### src/rtl/seg7_scan_ctrl_if.sv
// Value handshake between the counter datapath (master) and the scan controller (slave).
interface seg7_scan_ctrl_if #(
    parameter int DIGITS = 4
);
    logic [4*DIGITS-1:0] value_in;
    logic                value_valid;
    logic                value_ready;

    modport master (output value_in, output value_valid, input  value_ready);
    modport slave  (input  value_in, input  value_valid, output value_ready);
endinterface

### src/rtl/seg7_scan_ctrl.sv
// Multiplexed 7-segment scanner: double-buffered hex value, one digit per slot, 1-cycle guard blank.
// Outputs are registered; value_ready drops while the pending buffer is full and frees at the frame boundary.
module seg7_scan_ctrl #(
    parameter int DIGITS   = 4,
    parameter int PRESCALE = 50000,
    parameter int BLANK_LZ = 1
) (
    input  logic              clk,
    input  logic              reset,
    input  logic              enable,
    seg7_scan_ctrl_if.slave   s_val,
    output logic [6:0]        seg_n,
    output logic [DIGITS-1:0] an_n,
    output logic              frame_done
);
    localparam int IW = $clog2(DIGITS);
    localparam int CW = $clog2(PRESCALE);
    localparam int VW = 4 * DIGITS;

    localparam logic [1:0] S_IDLE  = 2'd0;
    localparam logic [1:0] S_SHOW  = 2'd1;
    localparam logic [1:0] S_GUARD = 2'd2;

    logic [1:0]        r_state;
    logic [IW-1:0]     r_idx;
    logic [CW-1:0]     r_cnt;
    logic [VW-1:0]     r_disp;
    logic [VW-1:0]     r_pend;
    logic              r_pend_full;
    logic [6:0]        r_seg_n;
    logic [DIGITS-1:0] r_an_n;
    logic              r_frame_done;

    logic [1:0]        w_state_nxt;
    logic [IW-1:0]     w_idx_nxt;
    logic [CW-1:0]     w_cnt_nxt;
    logic              w_load;
    logic              w_fd_nxt;
    logic              w_xfer;
    logic [VW-1:0]     w_disp_nxt;
    logic [DIGITS-1:0] w_hi_zero;
    logic [3:0]        w_nib;
    logic              w_blank;
    logic [6:0]        w_seg_nxt;
    logic [DIGITS-1:0] w_an_nxt;

    function automatic logic [6:0] f_decode(input logic [3:0] n);
        case (n)
            4'h0: f_decode = 7'b0000001;
            4'h1: f_decode = 7'b1001111;
            4'h2: f_decode = 7'b0010010;
            4'h3: f_decode = 7'b0000110;
            4'h4: f_decode = 7'b1001100;
            4'h5: f_decode = 7'b0100100;
            4'h6: f_decode = 7'b0100000;
            4'h7: f_decode = 7'b0001111;
            4'h8: f_decode = 7'b0000000;
            4'h9: f_decode = 7'b0000100;
            4'hA: f_decode = 7'b0001000;
            4'hB: f_decode = 7'b1100000;
            4'hC: f_decode = 7'b0110001;
            4'hD: f_decode = 7'b1000010;
            4'hE: f_decode = 7'b0110000;
            default: f_decode = 7'b0111000;
        endcase
    endfunction

    assign w_xfer            = s_val.value_valid & ~r_pend_full;
    assign s_val.value_ready = ~r_pend_full;

    always_comb begin
        w_state_nxt = r_state;
        w_idx_nxt   = r_idx;
        w_cnt_nxt   = r_cnt;
        w_load      = 1'b0;
        w_fd_nxt    = 1'b0;
        if (!enable) begin
            w_state_nxt = S_IDLE;
            w_idx_nxt   = '0;
            w_cnt_nxt   = '0;
        end else begin
            case (r_state)
                S_IDLE: begin
                    w_state_nxt = S_SHOW;
                    w_idx_nxt   = '0;
                    w_cnt_nxt   = '0;
                    w_load      = 1'b1;
                end
                S_SHOW: begin
                    if (r_cnt == CW'(PRESCALE - 1)) begin
                        w_state_nxt = S_GUARD;
                        w_cnt_nxt   = '0;
                        w_fd_nxt    = (r_idx == IW'(DIGITS - 1));
                    end else begin
                        w_cnt_nxt = r_cnt + CW'(1);
                    end
                end
                S_GUARD: begin
                    w_state_nxt = S_SHOW;
                    w_cnt_nxt   = '0;
                    if (r_idx == IW'(DIGITS - 1)) begin
                        w_idx_nxt = '0;
                        w_load    = 1'b1;
                    end else begin
                        w_idx_nxt = r_idx + IW'(1);
                    end
                end
                default: w_state_nxt = S_IDLE;
            endcase
        end
    end

    // A transfer landing on a load point bypasses the pending buffer.
    always_comb begin
        w_disp_nxt = r_disp;
        if (w_load) begin
            if (w_xfer)
                w_disp_nxt = s_val.value_in;
            else if (r_pend_full)
                w_disp_nxt = r_pend;
        end
    end

    // w_hi_zero[i]: nibbles i..DIGITS-1 of the next display value are all zero.
    always_comb begin
        logic acc;
        acc       = 1'b1;
        w_hi_zero = '0;
        for (int i = DIGITS - 1; i >= 0; i--) begin
            acc          = acc & (w_disp_nxt[4*i +: 4] == 4'h0);
            w_hi_zero[i] = acc;
        end
    end

    assign w_nib   = w_disp_nxt[{w_idx_nxt, 2'b00} +: 4];
    assign w_blank = (BLANK_LZ != 0) && (w_idx_nxt != '0) && w_hi_zero[w_idx_nxt];

    always_comb begin
        w_seg_nxt = 7'h7F;
        w_an_nxt  = '1;
        if (w_state_nxt == S_SHOW && !w_blank) begin
            w_seg_nxt = f_decode(w_nib);
            w_an_nxt  = ~(DIGITS'(1) << w_idx_nxt);
        end
    end

    always_ff @(posedge clk or negedge reset) begin
        if (!reset) begin
            r_state      <= S_IDLE;
            r_idx        <= '0;
            r_cnt        <= '0;
            r_disp       <= '0;
            r_pend       <= '0;
            r_pend_full  <= 1'b0;
            r_seg_n      <= 7'h7F;
            r_an_n       <= '1;
            r_frame_done <= 1'b0;
        end else begin
            r_state      <= w_state_nxt;
            r_idx        <= w_idx_nxt;
            r_cnt        <= w_cnt_nxt;
            r_disp       <= w_disp_nxt;
            r_seg_n      <= w_seg_nxt;
            r_an_n       <= w_an_nxt;
            r_frame_done <= w_fd_nxt;
            if (w_load) begin
                if (!w_xfer && r_pend_full)
                    r_pend_full <= 1'b0;
            end else if (w_xfer) begin
                r_pend      <= s_val.value_in;
                r_pend_full <= 1'b1;
            end
        end
    end

    assign seg_n      = r_seg_n;
    assign an_n       = r_an_n;
    assign frame_done = r_frame_done;
endmodule

### src/flat_wrapper.sv
// flat-port wrapper written by rule: the top's interface ports become plain ports
module seg7_scan_ctrl_flat 
#(
    parameter int DIGITS   = 4,
    parameter int PRESCALE = 50000,
    parameter int BLANK_LZ = 1
)
  (clk, reset, enable, seg_n, an_n, frame_done, s_val_value_in, s_val_value_valid, s_val_value_ready);
  seg7_scan_ctrl_if #(.DIGITS(DIGITS)) s_val_i ();
  input  logic clk;
  input  logic reset;
  input  logic enable;
  output logic [6:0] seg_n;
  output logic [DIGITS-1:0] an_n;
  output logic frame_done;
  input wire logic [$bits(s_val_i.value_in)-1:0] s_val_value_in;
  input wire logic [$bits(s_val_i.value_valid)-1:0] s_val_value_valid;
  output wire logic [$bits(s_val_i.value_ready)-1:0] s_val_value_ready;
  assign s_val_i.value_in = s_val_value_in;
  assign s_val_i.value_valid = s_val_value_valid;
  assign s_val_value_ready = s_val_i.value_ready;
  seg7_scan_ctrl #(.DIGITS(DIGITS), .PRESCALE(PRESCALE), .BLANK_LZ(BLANK_LZ)) u_core (.clk(clk), .reset(reset), .enable(enable), .s_val(s_val_i), .seg_n(seg_n), .an_n(an_n), .frame_done(frame_done));
endmodule
### config.mk
export PLATFORM = sky130hd
export DESIGN_NAME = seg7_scan_ctrl_flat
export DESIGN_NICKNAME = d
export VERILOG_FILES = /design/src/rtl/seg7_scan_ctrl_if.sv /design/src/rtl/seg7_scan_ctrl.sv /design/src/flat_wrapper.sv
export SDC_FILE = /design/constraint.sdc
export NUM_CORES = 1
export LEC_CHECK = 0
export CORE_AREA = 3 3 92 94
export CTS_CLUSTER_SIZE = 25
export DETAILED_ROUTE_END_ITERATION = 10
export DIE_AREA = 0 0 95 97
export HOLD_SLACK_MARGIN = 0.1
export PLACE_DENSITY = 0.64
export SLEW_MARGIN = 20
export SYNTH_ARGS = -nofsm -noshare
export SYNTH_HDL_FRONTEND = slang
export SYNTH_SLANG_ARGS = --single-unit
### constraint.sdc
create_clock -name clk -period 6 [get_ports clk]
set_clock_uncertainty 0.1 [all_clocks]
set_input_delay 0.6 -clock clk [delete_from_list [all_inputs] [get_ports clk]]
set_output_delay 0.6 -clock clk [all_outputs]
set_load 0.02 [all_outputs]
==> impl_metrics.tcl <==
set metrics [dict create \
    cts_tree "built" \
    timing.setup.tns_ns 0 \
    dr_total_vias 2673 \
    timing.max_cap.violations 0 \
    critical_path.startpoint_type "input port" \
    wirelength_um 7590 \
    synth_nets 357 \
    number_of_antenna_violations_at_the_first_check_in_global_routing 0 \
    grt_overflow 0 \
    cp.arrival_ns 3.84 \
    ys_types 56 \
    main_flop_type_after_synthesis "sky130_fd_sc_hd__dfrtp_1" \
    post_synth.cell_area_avg_sq_um 10.5 \
    placement_rows 32 \
    wire_per_inst_um 16.4 \
    fin_nets 382 \
    areaGrowthSynthToFinish_pct 15.7 \
    port_buffers 32 \
    finalCritPeriodShare 0.608 \
    max_freq_mhz 274 \
    worst_setup_hold_path_clk_slew_ns 0.07 \
    cts_hold_repair.buffers 0 \
    power_report.internal_total_w 0.000868 \
    gp_routability_congestion 0.895 \
    core_region_area_sq_um 7730 \
    hpwl_um 5130 \
    tritoncts.num_buffers 9 \
    max_slew_margin 0.268 \
    cellLeakagePower_nw 1.62 \
    fp.dieW_um 95 \
    path_cells "clkdlybuf4s50_1, nor2b_4, nand2_1, o21ai_1, o21ai_1, mux4_2, inv_1, ha_1, inv_1, mux2i_1, mux2_1, nand2_1" \
    power_frac_seq 0.451 \
    power_density_nw_per_um2 307 \
    cts_resized 0 \
    clk_latency_ns 0.35 \
    switching_power_w 0.000364 \
    diodes 0 \
    max_stage_delay_on_crit_path_ns 0.67 \
    critPathBufInv 3 \
    path_max_fanout 29 \
    cp-end-kind "flop" \
    drive_gt1_frac 0.161 \
    p_sw_frac 0.296 \
    drt-pass1-iter-count 5 \
    yosysWarningCount 0 \
    critical_path_class "in -> reg" \
    hold_viol_final 0 \
    synth_edf_count 0 \
    clk_root_buffer_cell "sky130_fd_sc_hd__clkbuf_8" \
    dr.first_iter.drc_count 186 \
    power.clock.fraction 0.307 \
    family_of_cells_with_the_greatest_summed_delay_on_the_critical_path "multiplexers" \
    synth.ff_latch_count 65 \
    dieArea_sq_um 9220 \
    crit_slowest_cell "sky130_fd_sc_hd__clkdlybuf4s50_1" \
    remaining_drc_errors 0 \
    unrepaired_setup_endpoints_after_global_routing "false" \
    worst-slew-pin-transition_ns 1.10 \
    htreeDepth 3 \
    synth-seq-area-share 0.473 \
    grt_first_pass_wirelength_um 13000 \
    finalSetupViolations 0 \
    via_count_of_the_first_global_routing_pass 2621 \
    run_status "complete, no violations" \
    postCtsSetupBuffers 0 \
    grt_start_max_net_pins 66 \
    floorplan.initialDensity 0.448 \
    grt_util_all_layers 0.181 \
    hold_wc_path_type "in -> async" \
    drt.antenna.violating_nets 0 \
    clk_path_buf_depth 2 \
    cts.sink_count 65 \
    die-height_um 97 \
    top_level_ports 33 \
    synth-async-reset-ratio 1.00 \
    postSynthCellCount 330 \
    timing.reg2reg.setup_slack_ns 2.39 \
    synth_area_sq_um 3460 \
    slew_viol_final 0 \
    finalInstanceArea_sq_um 4010 \
    placed_area_sq_um 3800 \
    cp.required_ns 6.19 \
    period_minus_slack_ns 3.65 \
    comb_power_share 0.242 \
    via_per_inst 5.79 \
    irDropWorstVdd_mv 0.123 \
]
==> state kept, by name, summed over array words and instances, names as in the netlist <==
| name | cells |
|---|---|
| u_core.r_cnt | 16 |
| u_core.r_state | 2 |
| u_core.r_pend_full | 1 |
| u_core.r_idx | 2 |
| u_core.r_disp | 16 |
| u_core.r_pend | 16 |
| u_core.frame_done | 1 |
| u_core.seg_n | 7 |
| u_core.an_n | 4 |
==> synth_stat cells (all sizes together), types with 3 or more instances <==
library cell	instances	area, sq um
ha	7	87.6
nand4	27	169
or3	3	18.8
nor2	23	88.8
a311oi	3	26.3
nor4	5	37.5
o21ai	24	135
mux4	3	67.6
nand2	22	82.6
mux2i	6	60.1
clkbuf	5	18.8
xor2	7	61.3
xnor2	4	35.0
inv	12	47.6
mux2	17	191
and3	4	25.0
dfstp	11	289
buf	14	97.6
nor3	6	35.0
o221ai	6	52.6
and2	12	75.1
nand3	20	100
a32oi	8	77.6
and4	4	35.0
a21oi	3	15.0
dfrtp	54	1350
==> routing by layer <==
layer / track usage / vias to the layer above / part of all wire
met2: 0.251 / 82 / 0.45
met5: 0 / - / 0
met3: 0.0482 / 17 / 0.052
li1: - / 1288 / -
met1: 0.257 / 1286 / 0.47
met4: 0.0910 / 0 / 0.025
==> stage by stage <==
step | hold WS (ns) | worst slack (ns) | cells | total power [W] | utilization
2_1_floorplan | 0.204 | 3.15 | 330 | 0.000763 | -
3_3_place_gp | 0.384 | 2.09 | 446 | 0.000851 | 0.492
3_5_place_dp | 0.387 | 1.99 | 446 | 0.000857 | 0.492
4_1_cts | 0.348 | 2.35 | 462 | 0.00124 | 0.517
5_1_grt | 0.384 | 2.08 | 462 | 0.00131 | 0.519
6_report | 0.319 | 2.35 | 462 | 0.00123 | 0.519
==> final cells by class <==
| cell class | instances | area [sq um] |
|---|---|---|
| well taps | 102 | 128 |
| fillers | 694 | 3720 |
| flip-flops and latches | 65 | 1640 |
| clock inverters | 3 | 40.0 |
| repair buffers | 33 | 323 |
| inverters | 12 | 47.5 |
| multi-input cells | 234 | 1670 |
| clock buffers | 13 | 159 |
==> power groups by stage <==
stage          sequential (W)  clock [W]  combinational, W
2_1_floorplan        0.000571          0          0.000192
3_3_place_gp         0.000562          0          0.000290
3_5_place_dp         0.000562          0          0.000295
4_1_cts              0.000555   0.000390          0.000297
5_1_grt              0.000565   0.000408          0.000332
6_report             0.000555   0.000379          0.000298
==> path summary, 6_finish.rpt <==
| kind | startpoint | endpoint | cells past startpoint |
|---|---|---|---|
| max | enable | u_core.seg_n[3] | 12 |
| min | reset | u_core.r_pend[1] | 2 |
| max reg2reg | u_core.r_idx[0] | u_core.seg_n[3] | 12 |
| min reg2reg | u_core.r_pend[7] | u_core.r_pend[7] | 1 |
| max in group asynchronous | reset | u_core.r_disp[4] | 2 |
| min in group clk | u_core.r_pend[7] | u_core.r_pend[7] | 1 |
==> placed cells by master, fill, tap and decap left out, types with 4 or more instances in the layout <==
master	instances
sky130_fd_sc_hd__a32oi_1	7
sky130_fd_sc_hd__and2_1	12
sky130_fd_sc_hd__and3_1	4
sky130_fd_sc_hd__and4_1	4
sky130_fd_sc_hd__clkbuf_8	11
sky130_fd_sc_hd__clkdlybuf4s50_1	31
sky130_fd_sc_hd__dfrtp_1	54
sky130_fd_sc_hd__dfstp_2	11
sky130_fd_sc_hd__ha_1	7
sky130_fd_sc_hd__inv_1	11
sky130_fd_sc_hd__mux2_2	16
sky130_fd_sc_hd__mux2i_1	6
sky130_fd_sc_hd__nand2_1	22
sky130_fd_sc_hd__nand3_1	20
sky130_fd_sc_hd__nand4_1	27
sky130_fd_sc_hd__nor2_1	22
sky130_fd_sc_hd__nor3_1	5
sky130_fd_sc_hd__nor4_1	4
sky130_fd_sc_hd__o21ai_0	16
sky130_fd_sc_hd__o21ai_1	6
sky130_fd_sc_hd__o221ai_1	6
sky130_fd_sc_hd__xnor2_1	4
sky130_fd_sc_hd__xor2_1	7
==> kinds of logic (layout without fill, tap and decap cells) <==
family / Yosys count / after routing / share of synthesized area
AOI/OAI and AO/OA: 55 / 55 / 0.117
buffers and inverters: 31 / 61 / 0.0473
adders and majority gates: 7 / 7 / 0.0253
and+or+nand+nor: 135 / 135 / 0.217
muxes: 26 / 26 / 0.0921
DFF: 65 / 65 / 0.473
xor gates and xnor gates: 11 / 11 / 0.0278
Power figures use the tool's default switching activity.
